`src/rtl/cmt_job_ctrl_if.sv`:
```
// Host/FIFO/pipeline handshake bundle for the CMT job controller.
// The master modport is the environment side and the slave modport is the controller side.
interface cmt_job_ctrl_if #(
    parameter int unsigned JOBW = 8
);
    logic            start;
    logic [JOBW-1:0] num_jobs;
    logic            abort;
    logic            in_empty;
    logic            in_rd_en;
    logic            in_vld;
    logic            out_full;
    logic            res_vld;
    logic            shim_clr;
    logic [1:0]      phase;
    logic            busy;
    logic            job_done;
    logic            batch_done;
    logic            err;

    modport master (
        output start, num_jobs, abort, in_empty, out_full, res_vld,
        input  in_rd_en, in_vld, shim_clr, phase, busy, job_done, batch_done, err
    );

    modport slave (
        input  start, num_jobs, abort, in_empty, out_full, res_vld,
        output in_rd_en, in_vld, shim_clr, phase, busy, job_done, batch_done, err
    );
endinterface

```
`src/rtl/cmt_job_ctrl.sv`:
```
// Sequences batches of CMT jobs: per job it reads N*N kernel words and then N*N*N ternix words,
// waits for RESULTS pipeline results with an idle timeout, and then reports done or error.
module cmt_job_ctrl #(
    parameter int unsigned N       = 4,
    parameter int unsigned RESULTS = N * N * N,
    parameter int unsigned TIMEOUT = 1024,
    parameter int unsigned JOBW    = 8
) (
    input logic           clk,
    input logic           rst,
    cmt_job_ctrl_if.slave ctrl_io
);

    localparam int unsigned KernWords = N * N;
    localparam int unsigned TotWords  = N * N + N * N * N;
    localparam int unsigned RdCntW    = $clog2(TotWords) + 1;
    localparam int unsigned ResCntW   = $clog2(RESULTS) + 1;
    localparam int unsigned IdleCntW  = $clog2(TIMEOUT) + 1;

    typedef enum logic [2:0] {
        StIdle,
        StClear,
        StKernel,
        StTernix,
        StDrain,
        StDone,
        StErr
    } state_e;

    state_e              state_q, state_d;
    logic [RdCntW-1:0]   rd_cnt_q, rd_cnt_d;
    logic [ResCntW-1:0]  res_cnt_q, res_cnt_d;
    logic [IdleCntW-1:0] idle_cnt_q, idle_cnt_d;
    logic [JOBW-1:0]     jobs_left_q, jobs_left_d;
    logic                in_vld_q;
    logic [1:0]          vld_phase_q;

    logic       rd_en;
    logic       rd_ok;
    logic       res_cnt_en;
    logic       shim_clr;
    logic       job_done;
    logic       batch_done;
    logic [1:0] cur_phase;

    // A read may be issued only while words remain and neither side is stalling this cycle.
    assign rd_ok = !ctrl_io.in_empty && !ctrl_io.out_full && (rd_cnt_q < RdCntW'(TotWords));

    // Results past RESULTS are dropped so they never leak into the next job.
    assign res_cnt_en = ctrl_io.res_vld && (res_cnt_q < ResCntW'(RESULTS));

    always_comb begin
        state_d     = state_q;
        rd_cnt_d    = rd_cnt_q;
        res_cnt_d   = res_cnt_q;
        idle_cnt_d  = '0;
        jobs_left_d = jobs_left_q;
        rd_en       = 1'b0;
        shim_clr    = 1'b0;
        job_done    = 1'b0;
        batch_done  = 1'b0;

        unique case (state_q)
            StIdle, StErr: begin
                if (ctrl_io.start) begin
                    state_d     = StClear;
                    jobs_left_d = (ctrl_io.num_jobs == '0) ? JOBW'(1) : ctrl_io.num_jobs;
                end
            end
            StClear: begin
                shim_clr  = 1'b1;
                rd_cnt_d  = '0;
                res_cnt_d = '0;
                state_d   = StKernel;
            end
            StKernel: begin
                rd_en = rd_ok;
                if (rd_en) begin
                    rd_cnt_d = rd_cnt_q + RdCntW'(1);
                    if (rd_cnt_q == RdCntW'(KernWords - 1)) begin
                        state_d = StTernix;
                    end
                end
                if (res_cnt_en) begin
                    res_cnt_d = res_cnt_q + ResCntW'(1);
                end
            end
            StTernix: begin
                rd_en = rd_ok;
                if (rd_en) begin
                    rd_cnt_d = rd_cnt_q + RdCntW'(1);
                    if (rd_cnt_q == RdCntW'(TotWords - 1)) begin
                        state_d = StDrain;
                    end
                end
                if (res_cnt_en) begin
                    res_cnt_d = res_cnt_q + ResCntW'(1);
                end
            end
            StDrain: begin
                if (res_cnt_en) begin
                    res_cnt_d = res_cnt_q + ResCntW'(1);
                end
                if (!ctrl_io.res_vld) begin
                    idle_cnt_d = idle_cnt_q + IdleCntW'(1);
                end
                if (res_cnt_d == ResCntW'(RESULTS)) begin
                    state_d = StDone;
                end else if (idle_cnt_d == IdleCntW'(TIMEOUT)) begin
                    state_d = StErr;
                end
            end
            StDone: begin
                job_done    = 1'b1;
                jobs_left_d = jobs_left_q - JOBW'(1);
                if (jobs_left_q == JOBW'(1)) begin
                    batch_done = 1'b1;
                    state_d    = StIdle;
                end else begin
                    state_d = StClear;
                end
            end
            default: begin
                state_d = StIdle;
            end
        endcase

        // Abort overrides everything, including a simultaneous start.
        if (ctrl_io.abort) begin
            state_d     = StIdle;
            shim_clr    = 1'b1;
            rd_en       = 1'b0;
            job_done    = 1'b0;
            batch_done  = 1'b0;
            rd_cnt_d    = '0;
            res_cnt_d   = '0;
            idle_cnt_d  = '0;
            jobs_left_d = '0;
        end
    end

    always_comb begin
        cur_phase = 2'd0;
        unique case (state_q)
            StKernel:        cur_phase = 2'd1;
            StTernix:        cur_phase = 2'd2;
            StDrain, StDone: cur_phase = 2'd3;
            default:         cur_phase = 2'd0;
        endcase
    end

    always_ff @(posedge clk or posedge rst) begin
        if (rst) begin
            state_q     <= StIdle;
            rd_cnt_q    <= '0;
            res_cnt_q   <= '0;
            idle_cnt_q  <= '0;
            jobs_left_q <= '0;
            in_vld_q    <= 1'b0;
            vld_phase_q <= 2'd0;
        end else begin
            state_q     <= state_d;
            rd_cnt_q    <= rd_cnt_d;
            res_cnt_q   <= res_cnt_d;
            idle_cnt_q  <= idle_cnt_d;
            jobs_left_q <= jobs_left_d;
            in_vld_q    <= rd_en;
            vld_phase_q <= cur_phase;
        end
    end

    assign ctrl_io.in_rd_en   = rd_en;
    assign ctrl_io.in_vld     = in_vld_q;
    assign ctrl_io.shim_clr   = shim_clr;
    // While a word is landing, phase names the state that issued its read.
    assign ctrl_io.phase      = in_vld_q ? vld_phase_q : cur_phase;
    assign ctrl_io.busy       = (state_q != StIdle) && (state_q != StErr);
    assign ctrl_io.job_done   = job_done;
    assign ctrl_io.batch_done = batch_done;
    assign ctrl_io.err        = (state_q == StErr);

endmodule

```
`src/flat_wrapper.sv`:
```
// flat-port wrapper written by rule: the top's interface ports become plain ports
module cmt_job_ctrl_flat 
#(
    parameter int unsigned N       = 4,
    parameter int unsigned RESULTS = N * N * N,
    parameter int unsigned TIMEOUT = 1024,
    parameter int unsigned JOBW    = 8
)
  (clk, rst, ctrl_io_start, ctrl_io_num_jobs, ctrl_io_abort, ctrl_io_in_empty, ctrl_io_out_full, ctrl_io_res_vld, ctrl_io_in_rd_en, ctrl_io_in_vld, ctrl_io_shim_clr, ctrl_io_phase, ctrl_io_busy, ctrl_io_job_done, ctrl_io_batch_done, ctrl_io_err);
  cmt_job_ctrl_if #(.JOBW(JOBW)) ctrl_io_i ();
  input logic clk;
  input logic rst;
  input wire logic [$bits(ctrl_io_i.start)-1:0] ctrl_io_start;
  input wire logic [$bits(ctrl_io_i.num_jobs)-1:0] ctrl_io_num_jobs;
  input wire logic [$bits(ctrl_io_i.abort)-1:0] ctrl_io_abort;
  input wire logic [$bits(ctrl_io_i.in_empty)-1:0] ctrl_io_in_empty;
  input wire logic [$bits(ctrl_io_i.out_full)-1:0] ctrl_io_out_full;
  input wire logic [$bits(ctrl_io_i.res_vld)-1:0] ctrl_io_res_vld;
  output wire logic [$bits(ctrl_io_i.in_rd_en)-1:0] ctrl_io_in_rd_en;
  output wire logic [$bits(ctrl_io_i.in_vld)-1:0] ctrl_io_in_vld;
  output wire logic [$bits(ctrl_io_i.shim_clr)-1:0] ctrl_io_shim_clr;
  output wire logic [$bits(ctrl_io_i.phase)-1:0] ctrl_io_phase;
  output wire logic [$bits(ctrl_io_i.busy)-1:0] ctrl_io_busy;
  output wire logic [$bits(ctrl_io_i.job_done)-1:0] ctrl_io_job_done;
  output wire logic [$bits(ctrl_io_i.batch_done)-1:0] ctrl_io_batch_done;
  output wire logic [$bits(ctrl_io_i.err)-1:0] ctrl_io_err;
  assign ctrl_io_i.start = ctrl_io_start;
  assign ctrl_io_i.num_jobs = ctrl_io_num_jobs;
  assign ctrl_io_i.abort = ctrl_io_abort;
  assign ctrl_io_i.in_empty = ctrl_io_in_empty;
  assign ctrl_io_i.out_full = ctrl_io_out_full;
  assign ctrl_io_i.res_vld = ctrl_io_res_vld;
  assign ctrl_io_in_rd_en = ctrl_io_i.in_rd_en;
  assign ctrl_io_in_vld = ctrl_io_i.in_vld;
  assign ctrl_io_shim_clr = ctrl_io_i.shim_clr;
  assign ctrl_io_phase = ctrl_io_i.phase;
  assign ctrl_io_busy = ctrl_io_i.busy;
  assign ctrl_io_job_done = ctrl_io_i.job_done;
  assign ctrl_io_batch_done = ctrl_io_i.batch_done;
  assign ctrl_io_err = ctrl_io_i.err;
  cmt_job_ctrl #(.N(N), .RESULTS(RESULTS), .TIMEOUT(TIMEOUT), .JOBW(JOBW)) u_core (.clk(clk), .rst(rst), .ctrl_io(ctrl_io_i));
endmodule
```
`config.mk`:
```
export PLATFORM = sky130hd
export DESIGN_NAME = cmt_job_ctrl_flat
export DESIGN_NICKNAME = d
export VERILOG_FILES = /design/src/rtl/cmt_job_ctrl_if.sv /design/src/rtl/cmt_job_ctrl.sv /design/src/flat_wrapper.sv
export SDC_FILE = /design/constraint.sdc
export NUM_CORES = 1
export LEC_CHECK = 0
export CAP_MARGIN = 20
export CORE_ASPECT_RATIO = 1.25
export CORE_UTILIZATION = 45
export CTS_CLUSTER_SIZE = 30
export DETAILED_ROUTE_END_ITERATION = 12
export PLACE_DENSITY = 0.65
export SLEW_MARGIN = 20
export SYNTH_ARGS = -nofsm -noshare
export SYNTH_HDL_FRONTEND = slang
export SYNTH_SLANG_ARGS = --single-unit
```
`constraint.sdc`:
```
create_clock -name clk -period 2.4 [get_ports clk]
set_input_delay 0.48 -clock clk [delete_from_list [all_inputs] [get_ports clk]]
set_output_delay 0.48 -clock clk [all_outputs]
set_load 0.02 [all_outputs]
```
# After elaboration in Yosys (flattened, before gate mapping)
# Cells that the tools add are included.
# W data, S select, Z words.
[op_classes]
add_sub_neg = 4
multipliers = 0
n_div = 0
n_lt_le_gt_ge = 2
eq_ne = 19
n_shift = 0
muxes = 36
n_bitwise = 0
reduce_logical = 18
[ops]
columns = ["op", "n"]
rows = [
  ["$mux W11", 4],
  ["$mux W8", 5],
  ["$pmux W8 S2", 2],
  ["$mux W3", 8],
  ["$mux W7", 3],
  ["$pmux W7 S3", 1],
  ["$pmux W3 S6", 1],
  ["$ne A3 B2 Y1 const B", 4],
  ["$add A11 B1 Y11 const B", 1],
  ["$eq A11 B11 Y1 const B", 1],
  ["$mux W1", 10],
  ["$eq A3 B3 Y1 const B", 3],
  ["$reduce_bool A3 Y1", 3],
  ["$add A8 B1 Y8 const B", 1],
  ["$eq A8 B1 Y1 const B", 1],
  ["$eq A8 B4 Y1 const B", 1],
  ["$eq A8 B7 Y1 const B", 1],
  ["$logic_not A8 Y1", 1],
  ["$lt A8 B7 Y1 const B", 1],
  ["$sub A8 B1 Y8 const B", 1],
  ["$add A7 B1 Y7 const B", 1],
  ["$eq A7 B7 Y1 const B", 1],
  ["$lt A7 B7 Y1 const B", 1],
  ["$eq A3 B2 Y1 const B", 2],
  ["13 further kinds", 21],
]
[word_totals]
regBits = 40
latch_bits = 0
ramBits = 0
rom_bits = 0
out_inout_bits = 9
n_memories = 0

# Depth between registers and ports, before layout
[logic_depth]
depth_word = 8
ltp_mapped = 8
depth_no_buf = 7

# Worst setup path before layout
# Ideal clock, no wire load.
[synth_path]
kind = "register -> register"
startpoint = "register u_core.state_q[2]"
endpoint = "register u_core.rd_cnt_q[7]"
arrival_time_ps = 1956
required_time_ps = 2279
slack_ps = 323
path_stages_with_launch = 9
synth_period_minus_slack_ps = 2077
path_cell_list = "dfrtp_1 -> buf_2 -> inv_1 -> ha_1 -> nor4b_1 -> a311oi_1 -> and3b_1 -> a41oi_1 -> nor2_1"
[synth_via]
elab_chain_len = 4
word_cells_on_any_way = 9
cone_classes = "eq/ne (4); mux (2); reduce/logical (3)"
[synth_rtl]
columns = ["element", "line_no", "source"]
rows = [
  ["start: declaration", "cmt_job_ctrl.sv:30", "state_e state_q, state_d;"],
  ["start signal: assignment", "cmt_job_ctrl.sv:154", "state_q <= StIdle;"],
  ["start signal: assignment", "cmt_job_ctrl.sv:162", "state_q <= state_d;"],
  ["$eq A3 B2 Y1", "cmt_job_ctrl.sv:63", "unique case (state_q)"],
  ["$reduce_or A2 Y1 (no source line)", "n/a", ""],
  ["$pmux W8 S2, or another cell as far along", "cmt_job_ctrl.sv:63", ""],
  ["$mux W8 or $reduce_and A2 Y1 (tied branches)", "n/a", ""],
  ["end signal: assignment", "cmt_job_ctrl.sv:163", "rd_cnt_q <= rd_cnt_d;"],
  ["end: declaration", "cmt_job_ctrl.sv:31", "logic [RdCntW-1:0] rd_cnt_q, rd_cnt_d;"],
]
# Parallel ways exist; a longest one is shown, timed or not.
# A chain may end at the register's enable or synchronous reset.

# Worst setup path in the final report
[layout_path]
startpoint = "register u_core.state_q[1]"
endpoint = "output port ctrl_io_phase[1]"
[layout_via]
elab_chain_len = 4
word_cells_on_any_way = 7
cone_classes = "eq/ne (4); mux (2); reduce/logical (1)"
[layout_rtl]
columns = ["element", "line_no", "source"]
rows = [
  ["$eq A3 B3 Y1", "cmt_job_ctrl.sv:144", "unique case (state_q)"],
  ["$reduce_or A2 Y1", "cmt_job_ctrl.sv:144", ""],
  ["$pmux W2 S3 (*)", "cmt_job_ctrl.sv:144", ""],
  ["net u_core.cur_phase[1]", "cmt_job_ctrl.sv:44", "logic [1:0] cur_phase;"],
  ["$mux W2 (*)", "cmt_job_ctrl.sv:176", "assign ctrl_io.phase = in_vld_q ? vld_phase_q : cur_phase;"],
  ["end: declaration", "flat_wrapper.sv:22", "output wire logic [$bits(ctrl_io_i.phase)-1:0] ctrl_io_phase;"],
]
# Mark *: on every way through the listed nets, which the timed path passes. The rest lies on a longest branch.

==> key figures <==
Layout
  – Layout Area Growth over Synthesis: 20.9%
  – Number of inserted filler cells in the final layout: 521
  – Nets: 356
  – Fraction of layout instances using a drive strength above 1: 0.125
  – Number of diodes: 0

Global route
  – Remaining Overflow, GRT: 0
  – Number of global-route vias before repair: 2177
  – Maximum number of pins on one net before global-route repair: 41
  – Total GRT Usage: 0.216
  – Initial antenna violation count: 0
  – First-pass GRT wire length: 9740 um

Synth
  – Number of distinct library cells after synthesis: 58
  – Syn Area/Cell: 8.60 um2
  – Gate Count Post-Synth: 292
  – Seq/Total Area, Yosys: 0.399
  – Main flop type after synthesis: dfrtp_1
  – Count of state elements after synthesis: 40
  – Synthesized cell area: 2510 um2
  – Share of flip-flops with an asynchronous set or reset: 1.00
  – Yosys warning total: 0
  – EDFF count, synth: 0
  – Synth Net Count: 314

Route
  – Final routed wirelength across all metal layers: 5800 um
  – Number of search-and-repair iterations in the first detailed-routing pass: 4
  – Number of DRC violations after detailed-routing iteration 0: 151
  – Total vias in the final route: 2333
  – Post-detailed-route wirelength per cell: 14.5 um
  – Count of antenna-violating nets left after detailed routing: 0
  – Vias per Instance: 5.85
  – Remaining routing DRC violations: 0

Clock network
  – Number of post-CTS setup repair buffers: 0
  – CTS buffer count: 5
  – CTS Buffer Depth: 2
  – Clock tree from TritonCTS: built
  – Reg clk slew, reported paths: 0.08 ns
  – Clock insertion delay at the later pin of the skew report: 0.29 ns
  – CTS H-Tree Depth: 2
  – Clock tree root driver cell: clkbuf_8
  – Total number of clock tree sinks: 40

Job
  – Max-Cap Viols: 0

Floorplanning
  – Width of the die: 68.8 um
  – Starting utilization of the core area: 0.465
  – Die outline height: 85.5 um
  – Placeable Area: 5410 um2
  – Total number of placement rows: 30
  – Count of boundary I/O pins: 24
  – Floorplan die area: 5890 um2

Power
  – Clk pwr share: 0.241
  – Proportion of power drawn by combinational gates: 0.346
  – NetSw: 668 uW
  – Internal power contribution: 1270 uW
  – Peak VDD IR: 377 uV
  – Pwr Density: 637 nW/um2
  – Total power consumption of the routed design: 1930 uW
  – Cell leakage power: 0.00131 uW
  – Seq pwr share: 0.414
  – Fraction of power spent switching nets: 0.345

Timing
  – Shortest clock period the worst path allows after layout: 2.24 ns
  – Setup repair after global routing missed its margin: false
  – Number of endpoints with negative hold slack in the final report: 0
  – Final setup violating endpoints: 0
  – Slew Limit Fails: 0
  – Setup TNS: 0 ns
  – Post-route fraction of the period consumed by the critical path: 0.932
  – Maximum clock rate: 447 MHz
  – Slew at the pin with the worst max-slew slack: 0.510 ns
  – Setup clock skew after layout: 0.00721 ns
  – Worst-case headroom to the max-slew limit: 0.660

Critical path
  – Critical Path Max Stage Delay: 0.43 ns
  – Worst EP arrival: 1.76 ns
  – Crit path buffers/inverters: 2
  – Startpoint type of the worst setup path: flip-flop
  – Largest fanout on the critical path: 7
  – Crit path max-delay cell type: dfrtp_2
  – Setup crit end kind: primary output
  – Crit Path Class: flip-flop to primary output
  – Critical Path RT: 1.92 ns
  – Chain of cells forming the critical path: inv_1 -> ha_1 -> a21o_1 -> mux2_2 -> dlygate4sd2_1
  – CP top delay family: flip-flops

Placement
  – Last weighted congestion value of the routability-driven placer: 0.917
  – Number of input and output port buffers inserted: 23
  – DP HPWL: 4260 um

Status
  – Result of the run: finished clean

Worst hold path
  – Hold Path Class: flip-flop to flip-flop
[worst reg2reg max path, cell delays in order (launching register included)]
cell,delay (ns)
dfrtp_1,0.45
ha_1,0.27
or3_1,0.32
a2111o_1,0.41
a2bb2oi_1,0.28
a311oi_1,0.11
a311o_1,0.28
[registers in the layout (all words and copies together), names as in the netlist]
name and count:
u_core.vld_phase_q 2, u_core.state_q 3, u_core.idle_cnt_q 11, u_core.res_cnt_q 7, u_core.ctrl_io.in_vld 1, u_core.rd_cnt_q 8, u_core.jobs_left_q 8
[kinds of logic (layout without fill, tap and decap cells)]
| kind of cell | count (synthesis) | after routing | synth area share |
|---|---|---|---|
| AOI/OAI and AO/OA | 82 | 82 | 0.215 |
| xor gates and xnor gates | 13 | 13 | 0.0453 |
| adders and majority gates | 7 | 7 | 0.0349 |
| buffers and inverters | 23 | 66 | 0.0364 |
| DFF | 40 | 40 | 0.399 |
| muxes | 3 | 3 | 0.0135 |
| and+or+nand+nor | 124 | 124 | 0.257 |
[power by group through the flow]
stage          sequential [uW]  clock [uW]  combinational [uW]
6_report                   800         466                 668
5_1_grt                    811         515                 739
4_1_cts                    798         494                 668
3_5_place_dp               810           0                 672
3_3_place_gp               810           0                 668
2_1_floorplan              787           0                 429
[worst paths after layout]
path	start	end	slack, ns	cells after the start
hold reg to reg	u_core.jobs_left_q[3]$_DFFE_PP0P_	u_core.jobs_left_q[3]$_DFFE_PP0P_	0.51	1
setup reg to reg	u_core.res_cnt_q[0]$_DFFE_PP0P_	u_core.state_q[2]$_DFFE_PP0P_	0.16	6
hold / removal	u_core.jobs_left_q[3]$_DFFE_PP0P_	u_core.jobs_left_q[3]$_DFFE_PP0P_	0.51	1
max in group asynchronous	rst	u_core.state_q[1]$_DFFE_PP0P_	1.42	3
setup / recovery	u_core.state_q[1]$_DFFE_PP0P_	ctrl_io_phase[1]	0.16	5
min in group asynchronous	rst	u_core.rd_cnt_q[5]$_DFFE_PP0P_	0.61	3
[per-layer routing]
layer,up-vias,track usage,part of all wire
met2,49,0.354,0.48
li1,1165,-,-
met4,0,0.0724,0.018
met5,-,0,0
met1,1108,0.288,0.47
met3,11,0.0293,0.033
[cell usage after synthesis (all sizes together) (4+ instances only)]
cell / count / area share
a21oi: 13 / 0.026
a311oi: 4 / 0.014
and3: 4 / 0.011
clkbuf: 5 / 0.0080
dfrtp: 40 / 0.40
ha: 7 / 0.035
inv: 14 / 0.021
nand2: 25 / 0.037
nand2b: 4 / 0.010
nand3: 12 / 0.029
nand4: 4 / 0.010
nor2: 36 / 0.054
nor2b: 4 / 0.010
nor3: 10 / 0.020
nor4: 5 / 0.012
o21ai: 31 / 0.062
xnor2: 9 / 0.031
xor2: 4 / 0.014
[layout by cell type, fill, tap and decap left out, types with 5 or more instances in the layout]
| cell type | netlist | layout |
|---|---|---|
| nand2_1 | 25 | 25 |
| buf_4 | 0 | 20 |
| clkdlybuf4s50_1 | 0 | 15 |
| clkbuf_8 | 0 | 6 |
| nor2_1 | 36 | 36 |
| a21oi_1 | 13 | 13 |
| inv_1 | 14 | 14 |
| nand3_1 | 11 | 11 |
| ha_1 | 7 | 7 |
| nor3_1 | 10 | 9 |
| o21ai_0 | 30 | 30 |
| dfrtp_1 | 40 | 38 |
| nor4_1 | 5 | 5 |
| xnor2_1 | 9 | 9 |
[final cells by class]
cell class	count	area, um2	share of cell area
repair buffers	43	383	0.126
flip-flops and latches	40	1000	0.330
clock buffers	8	90.1	0.0297
inverters	15	56.3	0.0185
multi-input cells	229	1420	0.469
well taps	64	80.1	0.0264
[through the flow]
step            util  hold WS, ns  std cells  area [um2]  setup slack (ns)
6_report       0.562        0.511        399        3040             0.163
4_1_cts        0.560        0.511        399        3030            0.0229
3_3_place_gp   0.543        0.482        391        2940            -0.133
2_1_floorplan      -        0.462        292        2510             0.323
3_5_place_dp   0.543        0.491        391        2940            -0.145
5_1_grt        0.562        0.536        399        3040            0.0169
[repair_timing]
action,4_1_cts,5_1_grt
endpoints found under the setup margin,7,4
hold buffers,0,0
gates resized for setup,8,4
Note: power is estimated with default switching activity, not from simulation.
